==> src/rtl/prog_loader.sv <==
// Boot-time program loader: takes a little-endian byte stream (16-bit word count, then
// 32-bit words), writes the words into program memory and holds the core in reset until done.
module prog_loader #(
  parameter int                    ADDR_WIDTH = 64,
  parameter logic [ADDR_WIDTH-1:0] BASE_ADDR  = '0,
  parameter int                    MAX_WORDS  = 256
) (
  input  logic                  clk,
  input  logic                  reset,
  input  logic                  start,
  input  logic                  rx_valid,
  input  logic [7:0]            rx_data,
  output logic                  rx_ready,
  output logic                  mem_we,
  output logic [ADDR_WIDTH-1:0] mem_addr,
  output logic [31:0]           mem_wdata,
  output logic                  cpu_reset,
  output logic                  busy,
  output logic                  done,
  output logic                  error
);

  typedef enum logic [2:0] {IDLE, LEN_LO, LEN_HI, DATA, WRITE, DONE, ERR} state_t;

  localparam logic [31:0] MAX_N = 32'(MAX_WORDS);

  state_t      state, state_n;
  logic [7:0]  len_lo;
  logic [15:0] count;
  logic [15:0] index;
  logic [1:0]  byte_cnt;

  logic        accept;
  logic [15:0] len_n;
  logic        last_word;

  logic rx_ready_n, mem_we_n, cpu_reset_n, busy_n, done_n, error_n;

  // rx_ready is itself a registered state decode, so accept never combines two live inputs.
  assign accept    = rx_valid && rx_ready;
  assign len_n     = {rx_data, len_lo};
  assign last_word = (index + 16'd1) == count;

  // NOTE: sequential state uses non-blocking assignments so every register samples pre-edge values.
  always_ff @(posedge clk or posedge reset) begin
    if (reset) state <= IDLE;
    else       state <= state_n;
  end

  // NOTE: every always_comb output gets a default first so no path leaves it unassigned (no latch).
  always_comb begin
    state_n = state;
    unique case (state)
      IDLE:   if (start) state_n = LEN_LO;
      LEN_LO: if (accept) state_n = LEN_HI;
      LEN_HI: begin
        if (accept) begin
          if (len_n == 16'd0)               state_n = DONE;
          else if ({16'd0, len_n} > MAX_N)  state_n = ERR;
          else                              state_n = DATA;
        end
      end
      DATA:   if (accept && byte_cnt == 2'd3) state_n = WRITE;
      WRITE:  state_n = last_word ? DONE : DATA;
      DONE:   if (start) state_n = LEN_LO;
      ERR:    if (start) state_n = LEN_LO;
      default: state_n = IDLE;
    endcase
  end

  // Outputs are decoded from the next state and registered, so they change on the same
  // edge as the state they describe.
  always_comb begin
    rx_ready_n  = 1'b0;
    mem_we_n    = 1'b0;
    cpu_reset_n = 1'b1;
    busy_n      = 1'b0;
    done_n      = 1'b0;
    error_n     = 1'b0;
    unique case (state_n)
      LEN_LO, LEN_HI, DATA: begin
        rx_ready_n = 1'b1;
        busy_n     = 1'b1;
      end
      WRITE: begin
        mem_we_n = 1'b1;
        busy_n   = 1'b1;
      end
      DONE: begin
        cpu_reset_n = 1'b0;
        done_n      = 1'b1;
      end
      ERR:     error_n = 1'b1;
      default: ;
    endcase
  end

  always_ff @(posedge clk or posedge reset) begin
    if (reset) begin
      rx_ready  <= 1'b0;
      mem_we    <= 1'b0;
      cpu_reset <= 1'b1;
      busy      <= 1'b0;
      done      <= 1'b0;
      error     <= 1'b0;
    end else begin
      rx_ready  <= rx_ready_n;
      mem_we    <= mem_we_n;
      cpu_reset <= cpu_reset_n;
      busy      <= busy_n;
      done      <= done_n;
      error     <= error_n;
    end
  end

  always_ff @(posedge clk or posedge reset) begin
    if (reset) begin
      len_lo    <= '0;
      count     <= '0;
      index     <= '0;
      byte_cnt  <= '0;
      mem_wdata <= '0;
      mem_addr  <= BASE_ADDR;
    end else begin
      unique case (state)
        LEN_LO: if (accept) len_lo <= rx_data;
        LEN_HI: begin
          if (accept) begin
            count    <= len_n;
            index    <= '0;
            byte_cnt <= '0;
          end
        end
        DATA: begin
          if (accept) begin
            mem_wdata[{byte_cnt, 3'b000} +: 8] <= rx_data;
            byte_cnt                           <= byte_cnt + 2'd1;
            // Address is set up as WRITE is entered so it is stable for the whole strobe.
            if (byte_cnt == 2'd3)
              mem_addr <= BASE_ADDR + ADDR_WIDTH'({index, 2'b00});
          end
        end
        WRITE:   index <= index + 16'd1;
        default: ;
      endcase
    end
  end

endmodule

==> config.mk <==
export PLATFORM = sky130hd
export DESIGN_NAME = prog_loader
export DESIGN_NICKNAME = d
export VERILOG_FILES = /design/src/rtl/prog_loader.sv
export SDC_FILE = /design/constraint.sdc
export NUM_CORES = 1
export LEC_CHECK = 0
export CAP_MARGIN = 20
export CORE_MARGIN = 5
export CORE_UTILIZATION = 51
export CTS_CLUSTER_DIAMETER = 40
export DETAILED_ROUTE_END_ITERATION = 7
export PLACE_DENSITY = 0.87
export REMOVE_ABC_BUFFERS = 1
export SETUP_SLACK_MARGIN = 0.05
export SLEW_MARGIN = 30
export SYNTH_ARGS = -nofsm -noshare
export SYNTH_HDL_FRONTEND = slang
export SYNTH_SLANG_ARGS = --single-unit
==> constraint.sdc <==
create_clock -name clk -period 3.28 [get_ports clk]
set_clock_uncertainty 0.1 [all_clocks]
set_input_delay 0.328 -clock clk [delete_from_list [all_inputs] [get_ports clk]]
set_output_delay 0.328 -clock clk [all_outputs]
set_load 0.01 [all_outputs]
; ---- Word-level counts from Yosys, hierarchy flattened
; Cells that the tools add are included.
[word_totals]
inputBits = 12
ff_bits = 99
output_inout_bits = 102
[classes]
n_shift = 2
magnitude_cmp = 1
muxes = 20
n_addsub = 3
n_reduce_logical = 15
eq_ne = 16
[op_table]
columns = cell, count
row1 = 32-bit bitwise mux, 1
row2 = 16-bit case mux with 2 select lines, 1
row3 = "8-bit by 7-bit variable shift with 32-bit output, first input constant", 1
row4 = 8-bit by 7-bit variable part select with 32-bit output, 1
row5 = 3-bit two-way mux, 7
row6 = "3-bit equality test, second input constant", 6
row7 = "16-bit by 1-bit adder with 16-bit output, second input constant", 1
row8 = 16-bit equality test, 1
row9 = "16-bit by 9-bit > comparator with 1-bit output, second input constant", 1
row10 = 16-bit zero test, 1
row11 = 16-bit two-way mux, 1
row12 = 3-bit case mux with 5 select lines, 1
row13 = "3-bit by 2-bit equality test with 1-bit output, second input constant", 4
row14 = 2-bit AND reduction, 4
row15 = 5-bit negation with 7-bit output, 1
row16 = "3-bit by 1-bit equality test with 1-bit output, second input constant", 2
row17 = 1-bit two-way mux, 6
row18 = 3-bit AND reduction, 2
row19 = 3-bit OR reduction, 2
row20 = 2-bit two-way mux, 2
row21 = "2-bit inequality test, second input constant", 2
row22 = 2-bit case mux with 2 select lines, 1
row23 = 2-bit nonzero test, 2
row24 = 4-bit OR reduction, 1
row25 = 4 further kinds, 5

; ---- Depth between registers and ports, before layout
[logic_depth]
ltp_word = 8
depth_mapped = 8
mapped_depth_nobuf = 7

; ---- Worst setup path before layout
; Ideal clock, no wire load.
[synth_path]
path_type = reg-to-reg
startpoint = register index[1]
endpoint = register done
path_stages_with_launch = 9
setup_slack_ns = 0.953
path_buffers = 1
t_required_ns = 3.115
arrival_ns = 2.162
path_cell_list = dfrtp_1 ha_1 nand2_2 buf_6 or3_1 a211oi_2 o2111ai_1 o41ai_2 o211a_1
[synth_via]
elab_chain_cells = 6
[synth_rtl]
columns = element, line
row1 = from (decl), 30  ; logic [15:0] index;
row2 = from (signal assigned), 143  ; WRITE: index <= index + 16'd1;
row3 = 16-bit by 1-bit adder with 16-bit output, 42  ; assign last_word = (index + 16'd1) == count;
row4 = 16-bit equality test, 42
row5 = 3-bit two-way mux, 64  ; WRITE: state_n = last_word ? DONE : DATA;
row6 = 3-bit case mux with 5 select lines, 53  ; unique case (state)
row7 = 3-bit equality test, 80  ; unique case (state_n)
row8 = 1-bit two-way mux, 80
row9 = named net done_n, 37  ; logic rx_ready_n, mem_we_n, cpu_reset_n, busy_n, done_n, error_n;
row10 = to (signal assigned), 111  ; done <= done_n;
row11 = to (decl), 19  ; output logic done,
; The timed path passes the listed nets, and every way through them passes these cells.
; A chain may end at the register's enable or synchronous reset.

; ---- Worst setup path in the final report
[layout_path]
startpoint = register index[3]
endpoint = register busy
[layout_via]
elab_chain_cells = 7
[layout_rtl]
columns = element, line
row1 = 16-bit by 1-bit adder with 16-bit output (*), 42
row2 = 16-bit equality test (*), 42
row3 = 3-bit two-way mux (*), 64
row4 = 3-bit case mux with 5 select lines (*), 53
row5 = 3-bit equality test (tied with other cells), 80
row6 = 4-bit OR reduction (no line) (*), --
row7 = 1-bit two-way mux (*), 80
row8 = named net busy_n, 37
row9 = to (signal assigned), 110  ; busy <= busy_n;
row10 = to (decl), 18  ; output logic busy,
; Mark *: on every way through the listed nets, which the timed path passes. The rest lies on a longest branch.

==> flow_summary.ini <==
[grt]
grt_busiest_layer = met2
antenna_found_initial = 0
use_met1 = 0.263
grt_use_met3 = 0.0646
grt_max_degree = 58
grt_pass1_vias = 3996
grt_util_met2 = 0.342
track_usage = 0.208
overflow = 0
grt_pass1_wl_um = 19700

[critical_path]
max_stage_delay_ps = 660
endpoint_kind = register
cp_slowest_cell = or4b_1
timing.rr.start = index[3]$_DFFE_PP0P_
crit_arrival_ps = 3000
worstReg2RegEnd = busy$_DFF_PP0_
start_kind = register
worstSetupPathType = reg2reg
worst-r2r-setup-slack_ps = 410
cp_max_fo = 13
rr_worst_depth = 6
cp_cell_sequence = nand4_1, or4b_1, a22oi_1, o22ai_1, nor4_1, o21ai_1
worstPathRequired_ps = 3420

[sta]
period_needed_ps = 2870
finalHoldViolCount = 0
maxSlewHeadroom = 0.337
fin_tns_setup_ps = 0
worst_pin_slew_ps = 986
timing.fmax_mhz = 349
rsz0062_at_grt = false
slew_viol_final = 0
fin_crit_sh = 0.874
setup_viol = 0

[final_layout]
design_area_um2 = 5890
seq_area_um2 = 2480
syn_to_final_growth_pct = 15.6
fill_cells = 819
drive_above_1_share = 0.0963
final_util = 0.603
fin_nets = 615
layoutNonFillerInstCount = 735
multi_input_area_um2 = 2300
n_antenna_cell = 0

[cts]
worstSkewPairLatency_ps = 370
cts-buffers-inserted = 9
cts_sinks = 99
htree_levels = 3
clockBufferDepth = 2
cts_tree = done
path_clk_slew_ps = 100
hold_buffers = 0
post_cts_buffers = 0
ctsResizeCount = 0
cts_root_buf = clkbuf_8

[floorplanning]
row_count = 36
fp.dieH_um = 110
core_um2 = 9770
start_util = 0.521
dieArea_um2 = 12100
io_pins = 114
die_x_um = 110

[power_and_ir_drop]
power_density_nw_per_um2 = 778
p_total_mw = 4.58
ir_drop_v = 0.000426
power.leakage_nw = 2.61

[drt]
dr.pass1.iters = 5
drt_iter0_drc = 234
viasPerCell = 5.48
post_drt_wl_per_cell_um = 16.4
drcViolationCount = 0
antenna_left = 0
drt_wl_total_um = 12000
vias = 4028

[flow_run]
cap_violations = 0

[place]
place.gp.congestion = 0.907
port_buffers = 65
dpl.hpwl_um = 8510
place_inst = 719
placed_area_um2 = 5660

[logic_synthesis]
synthCells = 542
yosysTopAreaCell = dfrtp_1
yosysUniqueCellTypes = 57
ys.flop_type = dfrtp_1
ys_seq_area_frac = 0.486
ys_seq_elements = 99
synth-warning-count = 0
netlist.area_leader.share = 0.481
synth_top_cells_by_area = dfrtp_1, nand2_1, buf_4
synth.avg_cell_area_um2 = 9.40
netlist_area_um2 = 5100
synth_edf_count = 0
synth-async-reset-ratio = 1.00

[hold_path]
hold_class = in2async

[status]
run_status = finished clean
metal layers:
metal / part of all wire / wire, µm
met4: 0.021 / 253
met1: 0.40 / 4790
met2: 0.48 / 5810
met5: 0 / 0
met3: 0.098 / 1180
worst max-delay path by stage:
stage | start | to | slack, ps | cells past startpoint
CTS | index[4]$_DFFE_PP0P_ | busy$_DFF_PP0_ | 450 | 6
global placement | rx_data[3] | busy$_DFF_PP0_ | 600 | 7
finish | index[3]$_DFFE_PP0P_ | busy$_DFF_PP0_ | 410 | 6
detailed placement | index[4]$_DFFE_PP0P_ | busy$_DFF_PP0_ | 460 | 6
floorplan | reset | busy$_DFF_PP0_ | 260 | 1
global route | index[4]$_DFFE_PP0P_ | busy$_DFF_PP0_ | 290 | 6
critical path, delay by kind of cell, from the launching register on:
kind	cells	cell delay, ps
flip-flops	1	510
AND/OR/NAND/NOR	3	1660
AO/OA/AOI/OAI	3	470
cells in the mapped netlist (7+ instances only):
library cell / n
xnor2_1: 11
nand2_1: 133
nor2_1: 21
xor2_1: 9
o21ai_0: 52
buf_4: 48
clkbuf_1: 15
dfrtp_1: 98
nor4_1: 7
mux2_2: 24
nand3_1: 17
layout make-up:
cell class,instances,area share
tap,133,0.0282
multi-input combinational,412,0.391
clock buffer,9,0.0210
timing repair buffer,70,0.119
inverter,5,0.00340
clock inverter,7,0.0168
sequential,99,0.421
sequential cells by signal, indices dropped and copies added, names as in the netlist:
name	cells
cpu_reset	1
done	1
error	1
len_lo	8
busy	1
byte_cnt	2
mem_we	1
index	16
state	3
mem_addr	16
mem_wdata	32
rx_ready	1
count	16
power breakdown:
group | internal [mW] | leakage [nW] | total (mW) | switching (mW)
Clock | 0.436 | 0.115 | 0.873 | 0.437
Sequential | 1.61 | 1.31 | 2.03 | 0.418
Combinational | 0.829 | 1.19 | 1.68 | 0.854
layout by cell type (no fill, tap or decap), types with 2 or more instances in the layout:
cell type	instances
buf_4	4
mux2_2	24
nand4_1	6
o2111ai_1	2
nand3_1	17
conb_1	48
nor2b_1	4
o31ai_1	3
nor3_1	5
a31oi_1	3
nor4_1	7
nand2_1	133
or2_1	2
and4_1	2
xnor2_1	11
xor2_1	9
nand3b_1	4
o22ai_1	2
ha_1	6
dfrtp_1	98
or3_1	2
nand2b_1	5
nor2_1	21
bufinv_16	2
clkdlybuf4s50_1	65
a21oi_1	4
inv_1	3
nor3_2	2
o211ai_1	3
and3_1	2
o21ai_0	52
o41ai_1	4
o211a_1	2
and2_1	3
clkinv_2	3
nor3b_1	4
nor4_2	2
clkbuf_8	9
per-stage QoR:
step	setup slack [ps]	hold slack, ps
final	413	284
after global routing	294	351
after CTS	451	306
after detailed placement	464	362
after global placement	596	352
after floorplan	263	361
kinds of logic (layout without fill, tap and decap cells):
kind of cell             after synthesis  after routing  share of synthesized area
XOR/XNOR                              20             20                     0.0344
multiplexers                          25             25                     0.0550
AO/OA/AOI/OAI                         85             85                      0.103
other                                  1             48                   0.000736
flip-flops                            99             99                      0.486
adder cells (fa/ha/maj)                6              6                     0.0147
buffers and inverters                 78             91                     0.0972
AND/OR/NAND/NOR                      228            228                      0.209
No activity file was read; power rests on OpenSTA's default activity.
